--- src/rtl/spi_pkg.sv ---
// Shared SPI transfer types: FSM state encoding, mode-bit positions, counter sizing.
package spi_pkg;

  typedef enum logic [1:0] {
    ST_IDLE  = 2'd0,
    ST_SETUP = 2'd1,
    ST_XFER  = 2'd2,
    ST_HOLD  = 2'd3
  } spiState_t;

  localparam int MODE_W    = 2;
  localparam int MODE_CPHA = 0;
  localparam int MODE_CPOL = 1;

  // Bits needed to hold any value 0..maxVal.
  function automatic int cntWidth(input int maxVal);
    return (maxVal < 1) ? 1 : $clog2(maxVal + 1);
  endfunction

endpackage

--- src/rtl/spi_xfer_ctrl_if.sv ---
// Host-side request/response bundle of the SPI transfer controller; lsb_first exists only with SPI_LSB_FIRST_EN.
interface spi_xfer_ctrl_if #(
  parameter int DATA_W = 8,
  parameter int CS_W   = 2
);
  logic              start;
  logic              ready;
  logic              busy;
  logic              done;
  logic [DATA_W-1:0] tx_data;
  logic [DATA_W-1:0] rx_data;
  logic [CS_W-1:0]   cs_sel;
  logic              cpol_in;
  logic              cpha_in;
`ifdef SPI_LSB_FIRST_EN
  logic              lsb_first;

  modport master (output start, tx_data, cs_sel, cpol_in, cpha_in, lsb_first,
                  input  ready, busy, done, rx_data);
  modport slave  (input  start, tx_data, cs_sel, cpol_in, cpha_in, lsb_first,
                  output ready, busy, done, rx_data);
`else
  modport master (output start, tx_data, cs_sel, cpol_in, cpha_in,
                  input  ready, busy, done, rx_data);
  modport slave  (input  start, tx_data, cs_sel, cpol_in, cpha_in,
                  output ready, busy, done, rx_data);
`endif
endinterface

--- src/rtl/spi_shift_reg.sv ---
// TX/RX shift registers for one SPI word; bit order and the CPHA=1 first-shift skip are latched on load.
module spi_shift_reg
  import spi_pkg::*;
#(
  parameter int DATA_W = 8
) (
  input  logic              clk,
  input  logic              rst_n,
  input  logic              load,
  input  logic [DATA_W-1:0] loadData,
  input  logic              loadCpha,
  input  logic              loadLsbFirst,
  input  logic              shiftEn,
  input  logic              sampleEn,
  input  logic              miso,
  output logic              txBit,
  output logic [DATA_W-1:0] rxNext
);

  logic [DATA_W-1:0] txReg;
  logic [DATA_W-1:0] rxReg;
  logic              skipFirst;
  logic              lsbFirst;

  // With CPHA=1 the first bit is already on the wire before the first shift edge.
  always_ff @(posedge clk or negedge rst_n) begin
    if (!rst_n) begin
      txReg     <= '0;
      rxReg     <= '0;
      skipFirst <= 1'b0;
      lsbFirst  <= 1'b0;
    end else if (load) begin
      txReg     <= loadData;
      rxReg     <= '0;
      skipFirst <= loadCpha;
      lsbFirst  <= loadLsbFirst;
    end else begin
      if (shiftEn) begin
        if (skipFirst) skipFirst <= 1'b0;
        else           txReg     <= lsbFirst ? (txReg >> 1) : (txReg << 1);
      end
      if (sampleEn) rxReg <= rxNext;
    end
  end

  assign txBit = lsbFirst ? txReg[0] : txReg[DATA_W-1];

  always_comb begin
    rxNext = rxReg;
    if (sampleEn) begin
      rxNext = lsbFirst ? {miso, rxReg[DATA_W-1:1]} : {rxReg[DATA_W-2:0], miso};
    end
  end

endmodule

--- src/rtl/spi_xfer_ctrl.sv ---
// SPI master transfer sequencer (CS setup, clocked shift, CS hold); one transfer in flight, start ignored while busy.
// Optional LSB-first ordering via SPI_LSB_FIRST_EN.
module spi_xfer_ctrl
  import spi_pkg::*;
#(
  parameter int DATA_W   = 8,
  parameter int NUM_CS   = 4,
  parameter int CS_SETUP = 2,
  parameter int CS_HOLD  = 2,
  parameter int CS_W     = (NUM_CS > 1) ? $clog2(NUM_CS) : 1
) (
  input  logic               clk,
  input  logic               rst_n,
  spi_xfer_ctrl_if.slave     host,
  output logic [NUM_CS-1:0]  cs_n,
  output logic               mosi,
  input  logic               miso,
  output logic               en_sclk,
  output logic               cpol,
  output logic               cpha,
  input  logic               shift_edge,
  input  logic               sample_edge
);

  localparam int EDGE_W = cntWidth(2 * DATA_W);
  localparam int TMR_W  = cntWidth((CS_SETUP > CS_HOLD) ? CS_SETUP : CS_HOLD);

  spiState_t         state, nextState;
  logic [TMR_W-1:0]  tmrCnt;
  logic [EDGE_W-1:0] edgeCnt;
  logic [CS_W-1:0]   csSel;
  logic [MODE_W-1:0] modeReg;
  logic [DATA_W-1:0] rxData;
  logic [DATA_W-1:0] rxNext;
  logic              doneReg;
  logic              accept;
  logic              xferEnd;
  logic              edgePulse;
  logic              txBit;
  logic              lsbFirstIn;

`ifdef SPI_LSB_FIRST_EN
  assign lsbFirstIn = host.lsb_first;
`else
  assign lsbFirstIn = 1'b0;
`endif

  assign edgePulse = (state == ST_XFER) && (shift_edge || sample_edge);

  always_comb begin
    nextState = state;
    accept    = 1'b0;
    xferEnd   = 1'b0;
    case (state)
      ST_IDLE: begin
        if (host.start) begin
          accept    = 1'b1;
          nextState = ST_SETUP;
        end
      end
      ST_SETUP: begin
        if (tmrCnt == TMR_W'(CS_SETUP - 1)) nextState = ST_XFER;
      end
      ST_XFER: begin
        if (edgePulse && (edgeCnt == EDGE_W'(2 * DATA_W - 1))) begin
          xferEnd   = 1'b1;
          nextState = ST_HOLD;
        end
      end
      ST_HOLD: begin
        if (tmrCnt == TMR_W'(CS_HOLD - 1)) nextState = ST_IDLE;
      end
      default: nextState = ST_IDLE;
    endcase
  end

  always_ff @(posedge clk or negedge rst_n) begin
    if (!rst_n) begin
      state   <= ST_IDLE;
      tmrCnt  <= '0;
      edgeCnt <= '0;
      csSel   <= '0;
      modeReg <= '0;
      rxData  <= '0;
      doneReg <= 1'b0;
    end else begin
      state   <= nextState;
      doneReg <= (state == ST_HOLD) && (nextState == ST_IDLE);

      if (nextState != state)                              tmrCnt <= '0;
      else if ((state == ST_SETUP) || (state == ST_HOLD))  tmrCnt <= tmrCnt + 1'b1;

      if (state != ST_XFER) edgeCnt <= '0;
      else if (edgePulse)   edgeCnt <= edgeCnt + 1'b1;

      // Mode bits persist after the transfer so the SCLK idle level never moves while idle.
      if (accept) begin
        csSel              <= host.cs_sel;
        modeReg[MODE_CPOL] <= host.cpol_in;
        modeReg[MODE_CPHA] <= host.cpha_in;
      end

      // rxNext already contains the final sample when the last edge is a sample edge.
      if (xferEnd) rxData <= rxNext;
    end
  end

  spi_shift_reg #(
    .DATA_W (DATA_W)
  ) u_shift (
    .clk          (clk),
    .rst_n        (rst_n),
    .load         (accept),
    .loadData     (host.tx_data),
    .loadCpha     (host.cpha_in),
    .loadLsbFirst (lsbFirstIn),
    .shiftEn      ((state == ST_XFER) && shift_edge),
    .sampleEn     ((state == ST_XFER) && sample_edge),
    .miso         (miso),
    .txBit        (txBit),
    .rxNext       (rxNext)
  );

  // Out-of-range selects match no bit, so every chip select stays high.
  always_comb begin
    cs_n = '1;
    if (state != ST_IDLE) begin
      for (int i = 0; i < NUM_CS; i++) cs_n[i] = (csSel != CS_W'(i));
    end
  end

  assign mosi         = (state != ST_IDLE) && txBit;
  assign en_sclk      = (state == ST_XFER);
  assign cpol         = modeReg[MODE_CPOL];
  assign cpha         = modeReg[MODE_CPHA];
  assign host.ready   = (state == ST_IDLE);
  assign host.busy    = (state != ST_IDLE);
  assign host.done    = doneReg;
  assign host.rx_data = rxData;

endmodule

--- src/flat_wrapper.sv ---
// flat-port wrapper written by rule: the top's interface ports become plain ports
module spi_xfer_ctrl_flat import spi_pkg::*;
#(
  parameter int DATA_W   = 8,
  parameter int NUM_CS   = 4,
  parameter int CS_SETUP = 2,
  parameter int CS_HOLD  = 2,
  parameter int CS_W     = (NUM_CS > 1) ? $clog2(NUM_CS) : 1
)
  (clk, rst_n, cs_n, mosi, miso, en_sclk, cpol, cpha, shift_edge, sample_edge, host_start, host_tx_data, host_cs_sel, host_cpol_in, host_cpha_in, host_ready, host_busy, host_done, host_rx_data);
  spi_xfer_ctrl_if #(.DATA_W(DATA_W), .CS_W(CS_W)) host_i ();
  input  logic clk;
  input  logic rst_n;
  output logic [NUM_CS-1:0] cs_n;
  output logic mosi;
  input  logic miso;
  output logic en_sclk;
  output logic cpol;
  output logic cpha;
  input  logic shift_edge;
  input  logic sample_edge;
  input wire logic [$bits(host_i.start)-1:0] host_start;
  input wire logic [$bits(host_i.tx_data)-1:0] host_tx_data;
  input wire logic [$bits(host_i.cs_sel)-1:0] host_cs_sel;
  input wire logic [$bits(host_i.cpol_in)-1:0] host_cpol_in;
  input wire logic [$bits(host_i.cpha_in)-1:0] host_cpha_in;
  output wire logic [$bits(host_i.ready)-1:0] host_ready;
  output wire logic [$bits(host_i.busy)-1:0] host_busy;
  output wire logic [$bits(host_i.done)-1:0] host_done;
  output wire logic [$bits(host_i.rx_data)-1:0] host_rx_data;
  assign host_i.start = host_start;
  assign host_i.tx_data = host_tx_data;
  assign host_i.cs_sel = host_cs_sel;
  assign host_i.cpol_in = host_cpol_in;
  assign host_i.cpha_in = host_cpha_in;
  assign host_ready = host_i.ready;
  assign host_busy = host_i.busy;
  assign host_done = host_i.done;
  assign host_rx_data = host_i.rx_data;
  spi_xfer_ctrl #(.DATA_W(DATA_W), .NUM_CS(NUM_CS), .CS_SETUP(CS_SETUP), .CS_HOLD(CS_HOLD), .CS_W(CS_W)) u_core (.clk(clk), .rst_n(rst_n), .host(host_i), .cs_n(cs_n), .mosi(mosi), .miso(miso), .en_sclk(en_sclk), .cpol(cpol), .cpha(cpha), .shift_edge(shift_edge), .sample_edge(sample_edge));
endmodule
--- config.mk ---
export PLATFORM = sky130hd
export DESIGN_NAME = spi_xfer_ctrl_flat
export DESIGN_NICKNAME = d
export VERILOG_FILES = /design/src/rtl/spi_pkg.sv /design/src/rtl/spi_xfer_ctrl_if.sv /design/src/rtl/spi_shift_reg.sv /design/src/rtl/spi_xfer_ctrl.sv /design/src/flat_wrapper.sv
export SDC_FILE = /design/constraint.sdc
export NUM_CORES = 1
export LEC_CHECK = 0
export BUFFER_PORTS_ARGS = -buffer_cell sky130_fd_sc_hd__buf_2
export CAP_MARGIN = 40
export CORE_MARGIN = 2
export CORE_UTILIZATION = 40
export CTS_CLUSTER_SIZE = 25
export DETAILED_ROUTE_END_ITERATION = 8
export PLACE_DENSITY_LB_ADDON = 0.12
export SYNTH_ARGS = -nofsm -noshare
export SYNTH_HDL_FRONTEND = slang
export SYNTH_SLANG_ARGS = --single-unit
--- constraint.sdc ---
create_clock -name clk -period 1.5 [get_ports clk]
set_input_delay 0.15 -clock clk [delete_from_list [all_inputs] [get_ports clk]]
set_output_delay 0.15 -clock clk [all_outputs]
set_load 0.03 [all_outputs]
After elaboration in Yosys (flattened, before gate mapping). Index checks and enable logic that the tools add are counted.

Reductions and logical operators: 17. Equal/unequal tests: 11. Add/subtract/negate cells: 2. Mux-type cells: 22.

Operators by type and width (number): $mux 8 (6); $mux 2 (6); $reduce_bool 2->1 (6); $mux 5 (2); $pmux 2 s4 (1); $logic_and 1x1->1 (6); $mux 1 (6); $ne 2x2->1 const B (3); $add 5x1->5 const B (1); $eq 5x4->1 const B (1); $eq 2x1->1 const B (2); $eq 2x2->1 const B (2); $logic_not 2->1 (2); $mux 4 (1); $ne 2x1->1 const B (2); $add 2x1->2 const B (1); $logic_or 1x1->1 (2); $ne 2x2->1 (1); $reduce_and 2->1 (1).

Flip-flop bits (word level): 39. Input bits: 18. Output and inout port bits: 19.

Longest topological paths before layout.
Depth in word-level cells: 7. Mapped depth: 6. Mapped depth without buffers: 5.

Cells and area by module. A second synthesis with hierarchy kept.

Cells, all modules: 184. Area, all modules: 2047.0 um^2.

By module, submodules not included: spi_xfer_ctrl (area each 1032.2 um^2, cells each 82, instances 1, sequential area each 550.5 um^2); spi_shift_reg (area each 1014.7 um^2, cells each 102, instances 1, sequential area each 450.4 um^2).

Worst setup path after synthesis. Ideal clock, no wire load.

Path kind: reg-to-output. From: register u_core.state[1]. To: output cs_n[0]. Arrival time: 1.698 ns. Path buffers: 2. Stages on the path, launching flop included: 6. Path slack: -0.348 ns. Path through: dfrtp_1 buf_6 or2_2 clkbuf_1 inv_1 or3_1.

Cells in the longest elaborated chain, start to end: 2.

Ends and longest elaborated chain: start, declared (RTL line spi_xfer_ctrl.sv:28) `spiState_t state, nextState;`; start signal, assigned (RTL line spi_xfer_ctrl.sv:87) `state <= nextState;`; $reduce_bool 2->1; net host_busy (RTL line flat_wrapper.sv:28) `output wire logic [$bits(host_i.busy)-1:0] host_busy;`; $mux 4 (RTL line spi_xfer_ctrl.sv:127) `if (state != ST_IDLE) begin`; end, declared (RTL line flat_wrapper.sv:14) `output logic [NUM_CS-1:0] cs_n;`.

The timed path passes the listed nets, and every way through them passes these cells.

Worst setup path in the final report.
From: register u_core.state[1]. To: output cs_n[0].

Cells in the longest elaborated chain, start to end: 2.

Ends and longest elaborated chain (RTL line): $reduce_bool 2->1 (spi_xfer_ctrl.sv:127); $mux 4 (spi_xfer_ctrl.sv:127).

Every way passes these cells.

==> tab_implementation.tex <==
\begin{tabular}{lr}
\hline
Metric & Value \\
\hline
\multicolumn{2}{l}{\textbf{GRT}} \\
Initial antenna violation count & 0 \\
Largest net degree at the start of global routing & 40 \\
First-pass GRT wire length & 6.23 mm \\
Overflow after GRT & 0 \\
Vias in the first global route & 1316 \\
Global-route usage over all layers & 15.6\% \\
\multicolumn{2}{l}{\textbf{Die}} \\
Area enclosed by the die boundary & 5120 um\^{}2 \\
Number of cell rows & 24 \\
Area inside the core boundary & 4380 um\^{}2 \\
Die span in y & 71.5 um \\
\# IOs & 37 \\
DIE WIDTH & 71.5 um \\
Effective utilization at floorplan & between 40\% and 50\% \\
\multicolumn{2}{l}{\textbf{Run status}} \\
Violations in the final reports & setup timing \\
Outcome & complete, but fails checks \\
\multicolumn{2}{l}{\textbf{Clocking}} \\
Latest clock arrival within the worst-skew pair & 290 ps \\
Number of buffers between clock root and the deepest sink & 2 \\
Inserted Clock Buffers & 5 \\
Root Buffer Master & sky130\_fd\_sc\_hd\_\_clkbuf\_8 \\
Clock transition at path regs & 70 ps \\
H-Tree Level Count & 2 \\
Clock tree sinks & 39 \\
TritonCTS clock tree & built \\
\multicolumn{2}{l}{\textbf{Yosys}} \\
Flip-flop cell with the highest count after synthesis & sky130\_fd\_sc\_hd\_\_dfrtp\_1 \\
Number of warnings printed during yosys synthesis & 0 \\
Largest area contributor in the netlist & sky130\_fd\_sc\_hd\_\_dfrtp\_1 \\
Sequential-to-total area share from yosys stat & 53.5\% \\
Synth area leaders & sky130\_fd\_sc\_hd\_\_dfrtp\_1 (53\%), sky130\_fd\_sc\_hd\_\_mux2\_2 (12\%), sky130\_fd\_sc\_hd\_\_mux2i\_1 (8.2\%), sky130\_fd\_sc\_hd\_\_buf\_6 (3.7\%), sky130\_fd\_sc\_hd\_\_nor2\_1 (2.7\%) \\
Average cell area after synthesis & 12.5 um\^{}2 \\
Net Count, Synth & 167 \\
Library cells used by synthesis & 34 \\
Most used standard cell by instance count after synthesis & sky130\_fd\_sc\_hd\_\_dfrtp\_1 \\
Fraction of post-synthesis cell area in the top cell type by area & a little over half \\
Proportion of synthesized flip-flops having asynchronous set or reset & 100\% \\
Mapped Cells & 146 \\
Number of flip-flops and latches in the synthesized netlist & 39 \\
Number of synthesized flops with an enable pin & 0 \\
Commonest cells post-synth & sky130\_fd\_sc\_hd\_\_dfrtp\_1 (39), sky130\_fd\_sc\_hd\_\_mux2\_2 (20), sky130\_fd\_sc\_hd\_\_mux2i\_1 (15) \\
Cell area after synthesis & 1820 um\^{}2 \\
\multicolumn{2}{l}{\textbf{STA}} \\
Least-Margin Pin Slew & 498 ps \\
Count of final setup violators & 16 \\
Worst Hold Margin & 84.6 ps \\
Tightest slew margin relative to the limit & 66.8\% \\
Max-slew violation total from the final report & 0 \\
Ratio of final minimum period to clock period & 109\% \\
Highest clock frequency the design can meet & 610 MHz \\
Final WS setup & -138 ps \\
Final worst clock skew & 7.62 ps \\
Unrepaired setup endpoints after global routing & true \\
Number of failing hold endpoints at the final stage & 0 \\
Final worst path period need & 1640 ps \\
\multicolumn{2}{l}{\textbf{Min path}} \\
Min-Delay Path Class & input pin to register \\
\multicolumn{2}{l}{\textbf{Setup path}} \\
Peak fanout along the critical path & 3 \\
Number of buffers and inverters on the critical path & 3 \\
CP endpoint kind & output pin \\
Slack of the worst reg-to-reg path & -130 ps \\
Most frequent CP cell & sky130\_fd\_sc\_hd\_\_buf\_6 \\
Kind of start point of the critical path & register \\
CP endpoint & cs\_n[0] \\
Crit-path slowest cell & sky130\_fd\_sc\_hd\_\_dfrtp\_1 \\
Critical path's largest stage delay & 380 ps \\
Data required, critical path & 1350 ps \\
Worst r2r dst & u\_core.u\_shift.txReg[5] \\
WP depth & 5 \\
Crit path kind & register to output pin \\
WP data arrival & between 1000 and 1500 ps \\
Count of cells along the worst register-to-register path & 5 \\
Worst setup path start & u\_core.state[1] \\
Critical path, cell by cell & buf\_6 -> or2\_4 -> clkinvlp\_4 -> or3\_4 -> buf\_6 \\
Startpoint of the worst register-to-register path & u\_core.state[1] \\
Top cell family by delay on the critical path & simple AND/OR/NAND/NOR gates \\
\multicolumn{2}{l}{\textbf{Placement}} \\
Quantity of I/O buffers inserted on ports & 36 \\
Worst slack at placement & -29.8 ps \\
Placed Instances & 238 \\
Last weighted congestion value of the routability-driven placer & 0.748 \\
Post-detailed-placement half-perimeter wirelength & 2.42 mm \\
\multicolumn{2}{l}{\textbf{Final layout}} \\
Final-layout fill cell count & 378 \\
Layout Utilization & 58.0\% \\
Fraction of final layout cells with drive strength greater than 1 & a little over half \\
Number of inserted diodes & 0 \\
Synthesis-to-layout area growth & 39.4\% \\
Net count reported at finish & 223 \\
Number of standard cells in the layout, taps in and fillers out & between 200 and 300 \\
\multicolumn{2}{l}{\textbf{Routing}} \\
Total via count in the routed design & $\sim$1200 \\
Router iterations before antenna repair & 4 \\
DR DRC count & 0 \\
Routed length per placed instance & 14.0 um \\
Initial drt markers & 53 \\
Antenna-violating nets left & 0 \\
Drt via density & 4.77 \\
Detailed Route WL & 3.57 mm \\
\multicolumn{2}{l}{\textbf{Power}} \\
Part of the total power dissipated in the clock network & between 10\% and 20\% \\
Sw Ratio & 34.3\% \\
Part of the power in combinational logic & about half \\
Overall power & 5000 uW \\
Lkg Pwr & 0.00122 uW \\
Net switching component of the power & 1710 uW \\
Internal Pwr Total & 3290 uW \\
Relative contribution of sequential cells to total power & 31.9\% \\
Power Density & 1970 nW/um\^{}2 \\
Worst voltage drop across the vdd grid & 1010 uV \\
\multicolumn{2}{l}{\textbf{Flow run}} \\
Number of maximum-capacitance constraint violations & 0 \\
\hline
\end{tabular}
[layout make-up]
cell class                      count  area, um^2  share of cell area (%)
Tap cell                           52        65.1                    2.56
Timing Repair Buffer               57         437                    17.2
Sequential cell                    39         976                    38.4
Multi-Input combinational cell     86         893                    35.1
Clock buffer                        6        82.6                    3.25
Inverter                           13        55.1                    2.16
Clock inverter                      2        35.0                    1.38
[state kept, by name (all words and copies together) (netlist names)]
name                      flops
u_core.host.rx_data           8
u_core.u_shift.rxReg          8
u_core.u_shift.txReg          8
u_core.edgeCnt                5
u_core.csSel                  2
u_core.modeReg                2
u_core.state                  2
u_core.tmrCnt                 2
u_core.host.done              1
u_core.u_shift.skipFirst      1
[cell families after synthesis]
logic type               Yosys count  share of synthesized area [%]
flip-flops                        39                           53.5
multiplexers                      35                           20.6
AND/OR/NAND/NOR                   34                           11.0
buffers and inverters             21                           6.86
AO/OA/AOI/OAI                     10                           4.12
XOR/XNOR                           4                           1.92
adder cells (fa/ha/maj)            3                           2.06
[power groups by stage]
stage                     sequential, uW  combinational, uW  clock, uW
after detailed placement            1570               1840          0
after floorplan                     1580               1350          0
final                               1590               2510        898
after global placement              1540               1780          0
after global routing                1630               2680        981
after CTS                           1550               2320        924
[placed cells by master (no fill, tap or decap), types with 2 or more instances in the layout]
cell type / count
sky130_fd_sc_hd__nand3b_1: 3
sky130_fd_sc_hd__o21ai_0: 2
sky130_fd_sc_hd__mux2_4: 15
sky130_fd_sc_hd__xnor2_1: 2
sky130_fd_sc_hd__clkbuf_8: 6
sky130_fd_sc_hd__nand2b_1: 3
sky130_fd_sc_hd__dfrtp_1: 39
sky130_fd_sc_hd__and3_4: 2
sky130_fd_sc_hd__nand2_1: 2
sky130_fd_sc_hd__mux2_2: 5
sky130_fd_sc_hd__buf_12: 2
sky130_fd_sc_hd__buf_2: 30
sky130_fd_sc_hd__xor2_1: 2
sky130_fd_sc_hd__mux2i_1: 9
sky130_fd_sc_hd__buf_6: 15
sky130_fd_sc_hd__nor2_1: 12
sky130_fd_sc_hd__mux2i_4: 5
sky130_fd_sc_hd__inv_1: 11
sky130_fd_sc_hd__buf_4: 9
[routing by layer]
layer / up-vias / share of wire (%) / global-route usage [%] / wire [um]
li1: 601 / - / - / -
met1: 586 / 45 / 20.7 / 1600
met2: 24 / 50 / 25.1 / 1770
met3: 6 / 3.9 / 4.36 / 140
met4: 0 / 1.4 / 4.61 / 50
met5: - / 0 / 0 / 0
[per-stage QoR]
stage	area, um^2	setup TNS, ps
detailed placement	2150	-57.4
finish	2540	-1350
CTS	2440	-1200
global route	2540	-2860
floorplan	1870	-650
global placement	2150	-0.770
[worst min-delay path, cell delays in order]
cell                      delay, ps
sky130_fd_sc_hd__buf_2           70
sky130_fd_sc_hd__nand2_1         40
sky130_fd_sc_hd__o21ai_0         70
[worst min-delay path by stage]
stage,slack [ps],endpoint,depth (start not counted),start
after detailed placement,240,u_core.host.rx_data[5],2,rst_n
after global placement,230,u_core.host.rx_data[5],2,rst_n
after global routing,90,u_core.csSel[0],2,host_cs_sel[0]
after floorplan,-150,u_core.csSel[0],0,rst_n
final,80,u_core.u_shift.txReg[0],3,host_tx_data[0]
after CTS,80,u_core.u_shift.txReg[0],3,host_tx_data[0]
[repair_timing]
item,in CTS,in global routing
gates resized for setup,32,18
pin swaps,2,2
hold buffers,1,0
buffers inserted,6,2
hold endpoints to repair,39,0
endpoints found under the setup margin,16,32
(Power assumes the default switching activity.)
